[config.mk]
export PLATFORM = sky130hd
export DESIGN_NAME = rtc_clk_divider_multi
export DESIGN_NICKNAME = d
export VERILOG_FILES = /design/src/rtl/rtc_clk_divider_multi.sv
export SDC_FILE = /design/constraint.sdc
export NUM_CORES = 1
export LEC_CHECK = 0
export ABC_CLOCK_PERIOD_IN_PS = 5300
export CAP_MARGIN = 0
export CELL_PAD_IN_SITES_DETAIL_PLACEMENT = 0
export CELL_PAD_IN_SITES_GLOBAL_PLACEMENT = 1
export CORE_ASPECT_RATIO = 2
export CORE_MARGIN = 2
export CORE_UTILIZATION = 50
export DETAILED_ROUTE_END_ITERATION = 7
export PLACE_DENSITY = 0.92
export SYNTH_ARGS = -nofsm -noshare
export SYNTH_HDL_FRONTEND = slang
export SYNTH_SLANG_ARGS = --single-unit
export TNS_END_PERCENT = 30
[constraint.sdc]
create_clock -name sys_clk -period 5.3 [get_ports sys_clk]
set_input_delay 1.06 -clock sys_clk [delete_from_list [all_inputs] [get_ports sys_clk]]
set_output_delay 1.06 -clock sys_clk [all_outputs]
set_load 0.005 [all_outputs]
[src/rtl/rtc_clk_divider_multi.sv]
// Multi-channel programmable clock divider: each channel produces a 50 %-duty clk_out
// and a one-cycle tick, with run-time divisor writes applied at the next period boundary.
module rtc_clk_divider_multi #(
  parameter int                      NUM_CH   = 2,
  parameter int                      CNT_W    = 23,
  parameter logic [NUM_CH*CNT_W-1:0] DEF_DIVS = {23'd5000000, 23'd2000},
  parameter int                      SEL_W    = 1
) (
  input  logic              sys_clk,
  input  logic              rst_n,
  input  logic [NUM_CH-1:0] ch_en,
  input  logic              sync_clr,
  input  logic              div_we,
  input  logic [SEL_W-1:0]  div_sel,
  input  logic [CNT_W-1:0]  div_val,
  output logic [NUM_CH-1:0] clk_out,
  output logic [NUM_CH-1:0] tick,
  output logic              wr_err
);

  localparam logic [CNT_W-1:0] ONE = CNT_W'(1);
  localparam logic [CNT_W-1:0] TWO = CNT_W'(2);

  logic w_wr_ok;
  logic r_wr_err;

  assign w_wr_ok = div_we && (32'(div_sel) < 32'(NUM_CH)) && (div_val >= TWO);

  // NOTE: sequential state is updated with non-blocking assignments only, so every
  // register samples the pre-edge value of every other register regardless of block order.
  always_ff @(posedge sys_clk or negedge rst_n) begin
    if (!rst_n) r_wr_err <= 1'b0;
    else        r_wr_err <= div_we && !w_wr_ok;
  end

  assign wr_err = r_wr_err;

  for (genvar i = 0; i < NUM_CH; i++) begin : g_ch
    localparam logic [CNT_W-1:0] DEF_D = DEF_DIVS[i*CNT_W +: CNT_W];

    logic [CNT_W-1:0] r_div;
    logic [CNT_W-1:0] r_pend;
    logic [CNT_W-1:0] r_cnt;
    logic             r_pv;
    logic             r_clk;
    logic             r_tick;
    logic             w_hit;
    logic             w_wrap;
    logic [CNT_W:0]   w_cnt_inc;
    logic [CNT_W:0]   w_high;

    assign w_hit     = w_wr_ok && (32'(div_sel) == 32'(i));
    assign w_wrap    = (r_cnt == r_div - ONE) || sync_clr;
    assign w_cnt_inc = {1'b0, r_cnt} + (CNT_W+1)'(1);
    // High-phase length ceil(D/2); the extra bit keeps cnt+1 from overflowing.
    assign w_high    = {1'b0, r_div} - {2'b00, r_div[CNT_W-1:1]};

    // NOTE: the pending divisor is reset along with the live state; it is only a few
    // flops per channel and keeps every register at a known value out of reset.
    always_ff @(posedge sys_clk or negedge rst_n) begin
      if (!rst_n) begin
        r_div  <= DEF_D;
        r_pend <= DEF_D;
        r_cnt  <= DEF_D - ONE;
        r_pv   <= 1'b0;
        r_clk  <= 1'b0;
        r_tick <= 1'b0;
      end else if (!ch_en[i]) begin
        // Parked just before a wrap, so the first enabled edge starts a fresh period.
        r_clk  <= 1'b0;
        r_tick <= 1'b0;
        if (w_hit) begin
          r_div <= div_val;
          r_cnt <= div_val - ONE;
          r_pv  <= 1'b0;
        end else begin
          r_cnt <= r_div - ONE;
        end
      end else begin
        r_tick <= w_wrap;
        if (w_wrap) begin
          r_cnt <= '0;
          r_clk <= 1'b1;
          if (w_hit) begin
            r_div <= div_val;
            r_pv  <= 1'b0;
          end else if (r_pv) begin
            r_div <= r_pend;
            r_pv  <= 1'b0;
          end
        end else begin
          r_cnt <= r_cnt + ONE;
          r_clk <= (w_cnt_inc < w_high);
          if (w_hit) begin
            r_pend <= div_val;
            r_pv   <= 1'b1;
          end
        end
      end
    end

    assign clk_out[i] = r_clk;
    assign tick[i]    = r_tick;
  end

endmodule

==> results.toml <==
[drt]
routedWlPerCell_um = 21.1
vias = 11229
via_per_inst = 6.08
drc = 0
totalWireLength_mm = 39.0
drtIter0Drc = 730
drtPass1Iterations = 5
ant_nets = 0

[yosys]
synth-seq-cells = 145
ys.flop_type = "dfrtp_1"
yosys.area.top_type = "dfrtp_1"
netlist_area_sq_mm = 0.0134
synth-seq-area-share_pct = 27.5
syn-instance-count = 1483
synthMostInstantiatedCell = "ha_1"
ys_types = 77
synth_edf_count = 0
synthArstFlopShare_pct = 100
synth_area_leaders = "dfrtp_1, ha_1, dfstp_2, xnor2_1, mux2_2"
netlist.area_leader.share_pct = 17.7
syn_avg_cell_area_sq_um = 9.04
synth_fp_nets = 1659
yosys-top-cells-count = "ha_1, nor2_1, xnor2_1, inv_1, dfrtp_1"
yosysWarnings = 0

[floorplanning]
die_area_sq_mm = 0.0282
start_util_pct = 50.8
pin_count = 35
floorplan.rows = 84
die_x_um = 120
core_sq_mm = 0.0264
die_y_um = 236

[global_routing]
track_usage_pct = 28.3
grt_first_pass_wirelength_mm = 62.3
grt_max_degree = 82
gr-total-overflow = 0
grt_pass1_vias = 11849
antenna_found_initial = 0

[clock_tree]
root_buffer = "clkbuf_16"
htree_levels = 4
cts-resized-gates = 0
clk_pin_slew_ns = 0.06
post_cts_buffers = 0
clock_path_buffers = 2
cts_sinks = 145
numCtsBuffers = 17
cts_tree = "built"
hold_buffers = 0
clk_latency_ns = 0.43

[power]
switching_power_mw = 2.84
p_seq_share_pct = 25.6
power.total_mw = 6.58
power_density_mw_per_mm2 = 450
pwr-share-comb_pct = 56.0
leakage_nw = 6.41
clockPowerShare_pct = 18.4
internal-power_mw = 3.73
vdd_ir_drop_max_mv = 0.204
p_sw_share_pct = 43.2

[timing]
drv_slew = 0
finalSetupViolCount = 0
fin_crit_ns = 4.43
max_freq_mhz = 226
timing.slew.headroom_pct = 33.4
rsz0062_at_grt = "false"
min_period_over_period_pct = 83.5
finalHoldViolCount = 0
final.setup.tns_ns = 0
fin_skew_ns = 0.00876
worstMarginPinSlew_ns = 0.996

[finish]
layout-drive-gt1-share_pct = 12.2
syn2layout_area_growth_pct = 8.93
fin_util_pct = 55.4
diodes = 0
fin_nets = 1667

[worst_setup_path]
cp_max_fo = 5
criticalPathCategory = "flip-flop to flip-flop"
cp-start-kind = "flip-flop"
crit_arrival_ns = 4.80
rrSetupSlack_ns = 0.87
crit_path_end_kind = "flip-flop"
cp.required_ns = 5.67

[flow_run]
max_cap_violations = 0

[min_path]
hp-class = "flip-flop to flip-flop"

[place]
routabilityCongestion = 0.978
post-dp-hpwl_mm = 31.2
io_buffers = 34

[status]
status = "finished clean"
critical path, stage by stage (launching register included):
cell and delay (ns):
dfrtp_1 0.42, inv_1 0.18, ha_1 0.26, or2_2 0.30, a221oi_1 0.47, o2111ai_1 0.25
nand3_1 0.16, a31oi_1 0.18, o31ai_1 0.46, xor2_1 0.19, ha_1 0.26, a21o_1 0.18
a21o_1 0.17, a21o_1 0.17, a21o_1 0.17, a21oi_1 0.14, nor2b_1 0.05, o21ai_0 0.17
a31o_2 0.17
kinds of logic after synthesis:
group | share of synthesized area [%]
and+or+nand+nor | 16.1
AOI/OAI and AO/OA | 16.5
xor gates and xnor gates | 13.0
buffers and inverters | 5.33
adders and majority gates | 13.7
DFF | 27.5
muxes | 7.75
placed cells by master, fill, tap and decap left out, drive strengths merged, types with 22 or more instances in the layout:
master	n
a21oi	72
a2bb2oi	23
clkdlybuf4s50	33
dfrtp	95
dfstp	50
ha	144
inv	110
mux2	47
mux2i	51
nand2	70
nand3	47
nand4	27
nor2	138
nor3	22
o21ai	36
o22ai	38
xnor2	121
xor2	55
sequential cells by signal, indices dropped and copies added (netlist names):
| name | cells |
|---|---|
| g_ch.r_cnt | 46 |
| g_ch.r_div | 46 |
| g_ch.r_pend | 46 |
| g_ch.r_clk | 2 |
| g_ch.r_pv | 2 |
| g_ch.r_tick | 2 |
| wr_err | 1 |
final timing paths:
check,startpoint,endpoint,cells past startpoint
worst max-delay path,g_ch[1].r_div[2],g_ch[1].r_clk,18
worst min-delay path,g_ch[0].r_pend[11],g_ch[0].r_pend[11],1
worst max register to register,g_ch[1].r_div[2],g_ch[1].r_clk,18
worst min register to register,g_ch[0].r_pend[11],g_ch[0].r_pend[11],1
max in group asynchronous,rst_n,g_ch[1].r_div[22],2
min in group asynchronous,rst_n,g_ch[1].r_div[3],1
metrics by stage:
stage	worst slack, ns	hold WS, ns	instances	cell area, sq um
after floorplan	1.55	0.479	1483	13400
after global placement	0.630	0.486	1816	14000
after detailed placement	0.629	0.497	1816	14000
after CTS	0.805	0.510	1848	14600
after global routing	0.644	0.521	1848	14600
final	0.875	0.506	1848	14600
power groups by stage:
stage / clock (mW) / combinational, mW / sequential, mW
2_1_floorplan: 0 / 2.76 / 1.60
3_3_place_gp: 0 / 3.59 / 1.68
3_5_place_dp: 0 / 3.64 / 1.69
4_1_cts: 1.22 / 3.68 / 1.68
5_1_grt: 1.26 / 4.11 / 1.72
6_report: 1.21 / 3.69 / 1.68
cell type report:
cell class                 instances  area, sq um
tap                              344          430
clock inverter                    13          138
timing repair buffer              50          487
inverter                         109          409
fill                            2400        11800
clock buffer                      19          443
sequential                       145         3690
multi-input combinational       1168         9010
routing by layer:
| metal | global-route usage (%) | wire, um | vias up |
|---|---|---|---|
| li1 | - | - | 5333 |
| met1 | 27.6 | 13700 | 5439 |
| met2 | 53.8 | 21200 | 308 |
| met3 | 2.98 | 972 | 149 |
| met4 | 20.4 | 3090 | 0 |
| met5 | 0 | 0 | - |
Note: power is estimated with default switching activity, not from simulation.
